[src/rtl/dmem_lsu.sv]
// Load/store unit: bridges datapath memory outputs onto a request/grant bus,
// stalling the core until the access completes, with lane steering, load extension and timeout.
module dmem_lsu #(
    parameter int TIMEOUT = 255
) (
    input  logic        clk,
    input  logic        rst,
    input  logic        MemRead,
    input  logic        MemWrite,
    input  logic [2:0]  funct3,
    input  logic [31:0] ALUResult,
    input  logic [31:0] WriteData,
    output logic [31:0] ReadData,
    output logic        Stall,
    output logic        MisAlign,
    output logic        BusErr,
    output logic        mem_req,
    output logic        mem_we,
    output logic [31:0] mem_addr,
    output logic [3:0]  mem_be,
    output logic [31:0] mem_wdata,
    input  logic        mem_gnt,
    input  logic        mem_rvalid,
    input  logic [31:0] mem_rdata
);

    typedef enum logic [1:0] {IDLE, REQ, WAIT, DONE} state_t;

    localparam logic [16:0] TIMEOUT_CNT = 17'(TIMEOUT);

    state_t      state_reg;
    logic [29:0] addr_reg;
    logic [1:0]  off_reg;
    logic [3:0]  be_reg;
    logic [31:0] wdata_reg;
    logic        we_reg;
    logic [2:0]  funct3_reg;
    logic [15:0] cnt_reg;
    logic [31:0] rdata_reg;
    logic        err_reg;

    logic        access;
    logic        is_byte;
    logic        is_half;
    logic        misaligned;
    logic [3:0]  be_next;
    logic [31:0] wdata_next;
    logic [7:0]  sel_byte;
    logic [15:0] sel_half;
    logic [31:0] load_data;
    logic [16:0] cnt_inc;
    logic        timeout_hit;

    // Size decode: unsigned byte/half codes only exist for loads; everything else is a word.
    always_comb begin
        access   = MemRead | MemWrite;
        is_byte  = (funct3 == 3'b000) || (!MemWrite && funct3 == 3'b100);
        is_half  = (funct3 == 3'b001) || (!MemWrite && funct3 == 3'b101);
        if (is_byte) begin
            misaligned = 1'b0;
            be_next    = 4'b0001 << ALUResult[1:0];
            wdata_next = {4{WriteData[7:0]}};
        end else if (is_half) begin
            misaligned = ALUResult[0];
            be_next    = 4'b0011 << ALUResult[1:0];
            wdata_next = {2{WriteData[15:0]}};
        end else begin
            misaligned = (ALUResult[1:0] != 2'b00);
            be_next    = 4'b1111;
            wdata_next = WriteData;
        end
        if (!MemWrite) begin
            wdata_next = 32'h0;
        end
    end

    always_comb begin
        sel_byte = mem_rdata[{off_reg, 3'b000} +: 8];
        sel_half = off_reg[1] ? mem_rdata[31:16] : mem_rdata[15:0];
        case (funct3_reg)
            3'b000:  load_data = {{24{sel_byte[7]}}, sel_byte};
            3'b100:  load_data = {24'h0, sel_byte};
            3'b001:  load_data = {{16{sel_half[15]}}, sel_half};
            3'b101:  load_data = {16'h0, sel_half};
            default: load_data = mem_rdata;
        endcase
    end

    assign cnt_inc     = {1'b0, cnt_reg} + 17'd1;
    assign timeout_hit = (cnt_inc == TIMEOUT_CNT);

    always_ff @(posedge clk or posedge rst) begin
        if (rst) begin
            state_reg  <= IDLE;
            addr_reg   <= '0;
            off_reg    <= '0;
            be_reg     <= '0;
            wdata_reg  <= '0;
            we_reg     <= 1'b0;
            funct3_reg <= '0;
            cnt_reg    <= '0;
            rdata_reg  <= '0;
            err_reg    <= 1'b0;
        end else begin
            case (state_reg)
                IDLE: begin
                    if (access && !misaligned) begin
                        state_reg  <= REQ;
                        addr_reg   <= ALUResult[31:2];
                        off_reg    <= ALUResult[1:0];
                        be_reg     <= be_next;
                        wdata_reg  <= wdata_next;
                        we_reg     <= MemWrite;
                        funct3_reg <= funct3;
                        cnt_reg    <= '0;
                        rdata_reg  <= '0;
                        err_reg    <= 1'b0;
                    end
                end
                REQ: begin
                    cnt_reg <= cnt_inc[15:0];
                    // A completing handshake wins over an expiring budget in the same cycle.
                    if (mem_gnt && we_reg) begin
                        state_reg <= DONE;
                    end else if (mem_gnt && mem_rvalid) begin
                        rdata_reg <= load_data;
                        state_reg <= DONE;
                    end else if (timeout_hit) begin
                        err_reg   <= 1'b1;
                        state_reg <= DONE;
                    end else if (mem_gnt) begin
                        state_reg <= WAIT;
                    end
                end
                WAIT: begin
                    cnt_reg <= cnt_inc[15:0];
                    if (mem_rvalid) begin
                        rdata_reg <= load_data;
                        state_reg <= DONE;
                    end else if (timeout_hit) begin
                        err_reg   <= 1'b1;
                        state_reg <= DONE;
                    end
                end
                default: begin
                    state_reg <= IDLE;
                end
            endcase
        end
    end

    // Outputs are forced low while reset is held, even though IDLE decodes live inputs.
    always_comb begin
        mem_req   = !rst && (state_reg == REQ);
        mem_we    = mem_req && we_reg;
        mem_addr  = mem_req ? {addr_reg, 2'b00} : 32'h0;
        mem_be    = mem_req ? be_reg : 4'h0;
        mem_wdata = mem_req ? wdata_reg : 32'h0;
        Stall     = !rst && (((state_reg == IDLE) && access && !misaligned)
                              || (state_reg == REQ) || (state_reg == WAIT));
        MisAlign  = !rst && (state_reg == IDLE) && access && misaligned;
        BusErr    = !rst && (state_reg == DONE) && err_reg;
        ReadData  = (!rst && (state_reg == DONE)) ? rdata_reg : 32'h0;
    end

endmodule

[config.mk]
export PLATFORM = sky130hd
export DESIGN_NAME = dmem_lsu
export DESIGN_NICKNAME = d
export VERILOG_FILES = /design/src/rtl/dmem_lsu.sv
export SDC_FILE = /design/constraint.sdc
export NUM_CORES = 1
export LEC_CHECK = 0
export ABC_AREA = 1
export CAP_MARGIN = 5
export CORE_MARGIN = 5
export CORE_UTILIZATION = 24
export CTS_CLUSTER_DIAMETER = 200
export DETAILED_ROUTE_END_ITERATION = 8
export GPL_TIMING_DRIVEN = 0
export PLACE_DENSITY_LB_ADDON = 0.08
export SLEW_MARGIN = 15
export SYNTH_ARGS = -nofsm -noshare
export SYNTH_HDL_FRONTEND = slang
export SYNTH_SLANG_ARGS = --single-unit
[constraint.sdc]
create_clock -name clk -period 14.47 [get_ports clk]
set_clock_uncertainty 0.05 [all_clocks]
set_input_delay 2.1705 -clock clk [delete_from_list [all_inputs] [get_ports clk]]
set_output_delay 2.1705 -clock clk [all_outputs]
set_load 0.02 [all_outputs]
==> results of run 1 <==
## worst max-delay path by stage
stage	slack (ps)	startpoint	to
after global placement	2760	rst	ReadData[12]
after global routing	6900	rst	ReadData[11]
after detailed placement	7170	rst	ReadData[19]
after CTS	7160	rst	ReadData[19]
after floorplan	6390	rst	ReadData[10]
final	7240	rst	ReadData[19]
## synth_stat cells (10+ instances only)
| cell | instances | area, µm² |
|---|---|---|
| nand3_1 | 26 | 130 |
| o21ai_0 | 100 | 500 |
| o211ai_1 | 10 | 75.1 |
| clkbuf_1 | 25 | 93.8 |
| ha_1 | 11 | 138 |
| dfrtp_1 | 123 | 3080 |
| inv_1 | 151 | 567 |
| o22ai_2 | 12 | 150 |
| nand2_1 | 165 | 619 |
| nor2_1 | 163 | 612 |
| a21oi_1 | 18 | 90.1 |
| a221oi_1 | 10 | 87.6 |
| buf_2 | 13 | 65.1 |
| o22ai_1 | 35 | 219 |
| o21ai_1 | 13 | 65.1 |
## layout make-up
class | count | area (µm²)
Multi-Input combinational cell | 593 | 2920
Sequential cell | 123 | 3080
Clock inverter | 13 | 216
Tap cell | 378 | 473
Timing Repair Buffer | 208 | 2100
Buffer | 45 | 219
Clock buffer | 18 | 439
Inverter | 157 | 597
Fill cell | 2995 | 17800
## layer usage
metal	global-route usage, %	vias to the layer above	wire, µm
li1	-	3381	-
met1	20.7	3052	11400
met2	26.0	155	11700
met3	5.02	21	1750
met4	4.09	4	275
met5	0	-	23
## tightest hold or removal path: stages, from the launching register on
cell     delay [ps]
dfrtp_1         340
nand2_1          50
o21ai_0          60
## cells by family (layout without fill, tap and decap cells)
group           count (synthesis)  in the layout  share of synthesized area (%)
fa+ha+maj                      11             11                           2.02
simple gates                  370            370                           21.9
mux                             3              3                          0.441
flops                         123            123                           45.2
other cells                     1              2                         0.0551
buf+inv                       202            441                           11.9
compound gates                207            207                           18.5
## stage by stage
stage | utilization [%] | hold WS [ps]
detailed placement | 33.7 | 423
global route | 36.1 | 458
finish | 36.1 | 438
global placement | 33.6 | 418
CTS | 36.1 | 438
floorplan | - | 402
## power groups by stage
stage	Sequential (mW)	Clock [mW]	Combinational, mW
after floorplan	0.523	0	0.537
after global placement	0.536	0	0.809
after detailed placement	0.536	0	0.814
after CTS	0.530	0.500	0.818
after global routing	0.545	0.514	0.905
final	0.529	0.488	0.802
==> results_dict.tcl, run 1 <==
set metrics [dict create \
    status "completed" \
    numCtsBuffers 17 \
    grt_pass1_wl_um 39300 \
    critPathMaxStageDelay_ps 620 \
    reg2reg_to "state_reg[1]$_DFFE_PP0P_" \
    core.rowCount 61 \
    cp_max_fo 84 \
    cp_num_cells 7 \
    diodes 0 \
    setup_tns_ps 0 \
    pre_cts_slack_ps 7170 \
    r2r-start "cnt_reg[0]$_DFFE_PP0P_" \
    clk_path_buf_depth 2 \
    drc_errors 0 \
    r2r_slack_ps 12250 \
    cts_resized 0 \
    post-cts-setup-buffers 0 \
    worstPathRequired_ps 12250 \
    die_y_um 178 \
    grt_overflow_total 0 \
    p_leak_nw 4.34 \
    timing.final.hold_violations 0 \
    viasPerCell 4.31 \
    dieArea_um2 31800 \
    path_clk_slew_ps 50 \
    hp-start "be_reg[2]$_DFFE_PP0P_" \
    drt_wl_total_um 25100 \
    grt_max_degree 85 \
    finalPower_mw 1.82 \
    max_slew_margin_pct 58.5 \
    grt_usage_pct 16.0 \
    fmax_ghz 0.138 \
    setup_viol 0 \
    synth_cell_types 34 \
    ys_ff_latch 123 \
    ys.flop_type "dfrtp_1" \
    power.switching_uw 742 \
    route.vias.total 6613 \
    min_to "be_reg[2]$_DFFE_PP0P_" \
    cpMostUsedCell "clkdlybuf4s50_1" \
    drive_above_1_share_pct 6.91 \
    drv_cap 0 \
    synth_warnings 0 \
    synthCells 917 \
    ff2ff_path_depth 14 \
    dp_hpwl_um 18900 \
    die_x_um 178 \
    worst_pin_slew_ps 622 \
    p_int_mw 1.08 \
    synth-edff-count 0 \
    hp-class "flop to flop" \
    p_comb_share_pct 44.1 \
    seq_area_frac_synth_pct 45.2 \
    start_util_pct 24.4 \
    wl_per_cell_um 16.4 \
    cts_sinks 123 \
    root_buffer "clkbuf_16" \
    ant_nets 0 \
    endpoint_kind "output pin" \
    cts_tree "done" \
    htreeDepth 4 \
    cts_hold_buf 0 \
    layout_commonest_cell "clkdlybuf4s50_1" \
    antenna_found_initial 2 \
    ios 210 \
    coreArea_um2 27900 \
    path_delay_family "buffers and inverters" \
    crit_chain "clkdlybuf4s50_1, inv_8, buf_16, nand2_1, clkbuf_1, nor2_1, clkdlybuf4s50_1" \
    min_delay_path_depth 2 \
    async_flop_share_pct 100 \
    timing.final.crit_share_pct 49.9 \
    finalNetCount 1261 \
    area_growth_pct 47.6 \
    maxSlewViolCount 0 \
    cp_slowest_cell "clkdlybuf4s50_1" \
    dp.cells 1504 \
    seq_power_share_pct 29.1 \
    grt_pass1_vias 6917 \
    firstDrtPassIters 4 \
    final_cell_mix "clkdlybuf4s50_1 (207), nand2_1 (165), nor2_1 (163)" \
    peakVddDrop_v 0.0000560 \
    rsz0062_at_grt "no" \
    insertion_delay_ps 420 \
    placed_cell_area_um2 9390 \
    powerDensity_nw_per_um2 181 \
    place_congestion 0.772 \
    p_clk_share_pct 26.8 \
    p_sw_share_pct 40.8 \
    io_buffers 207 \
    cp.arrival_ps 5010 \
    netlist_area_um2 6810 \
    final_area_um2 10000 \
    setup_ws_ps 7240 \
    period_minus_slack_ps 7230 \
    crit_buf_inv 5 \
    avgSynthCellArea_um2 7.42 \
    crit_type "primary input to output pin" \
    first_iter_violations 303 \
    worst_setup_path_start_kind "primary input" \
    final_cells 1535 \
]
Note: power is estimated with default switching activity, not from simulation.
==> run 2, diff against run 1 <==
clock period = 6.3 ns   (was 14.47 ns; I/O delays follow)
==> results of run 2 <==
Same layout as run 1 (identical final DEF). Status: completed.
Main changes from that run: setup slack after placement 7170 ps -> 1450 ps; setup slack after layout 7240 ps -> 1520 ps; register-to-register setup slack 12250 ps -> 4080 ps; total power 1.82 mW -> 4.18 mW; worst IR drop on VDD 0.0000560 V -> 0.000129 V
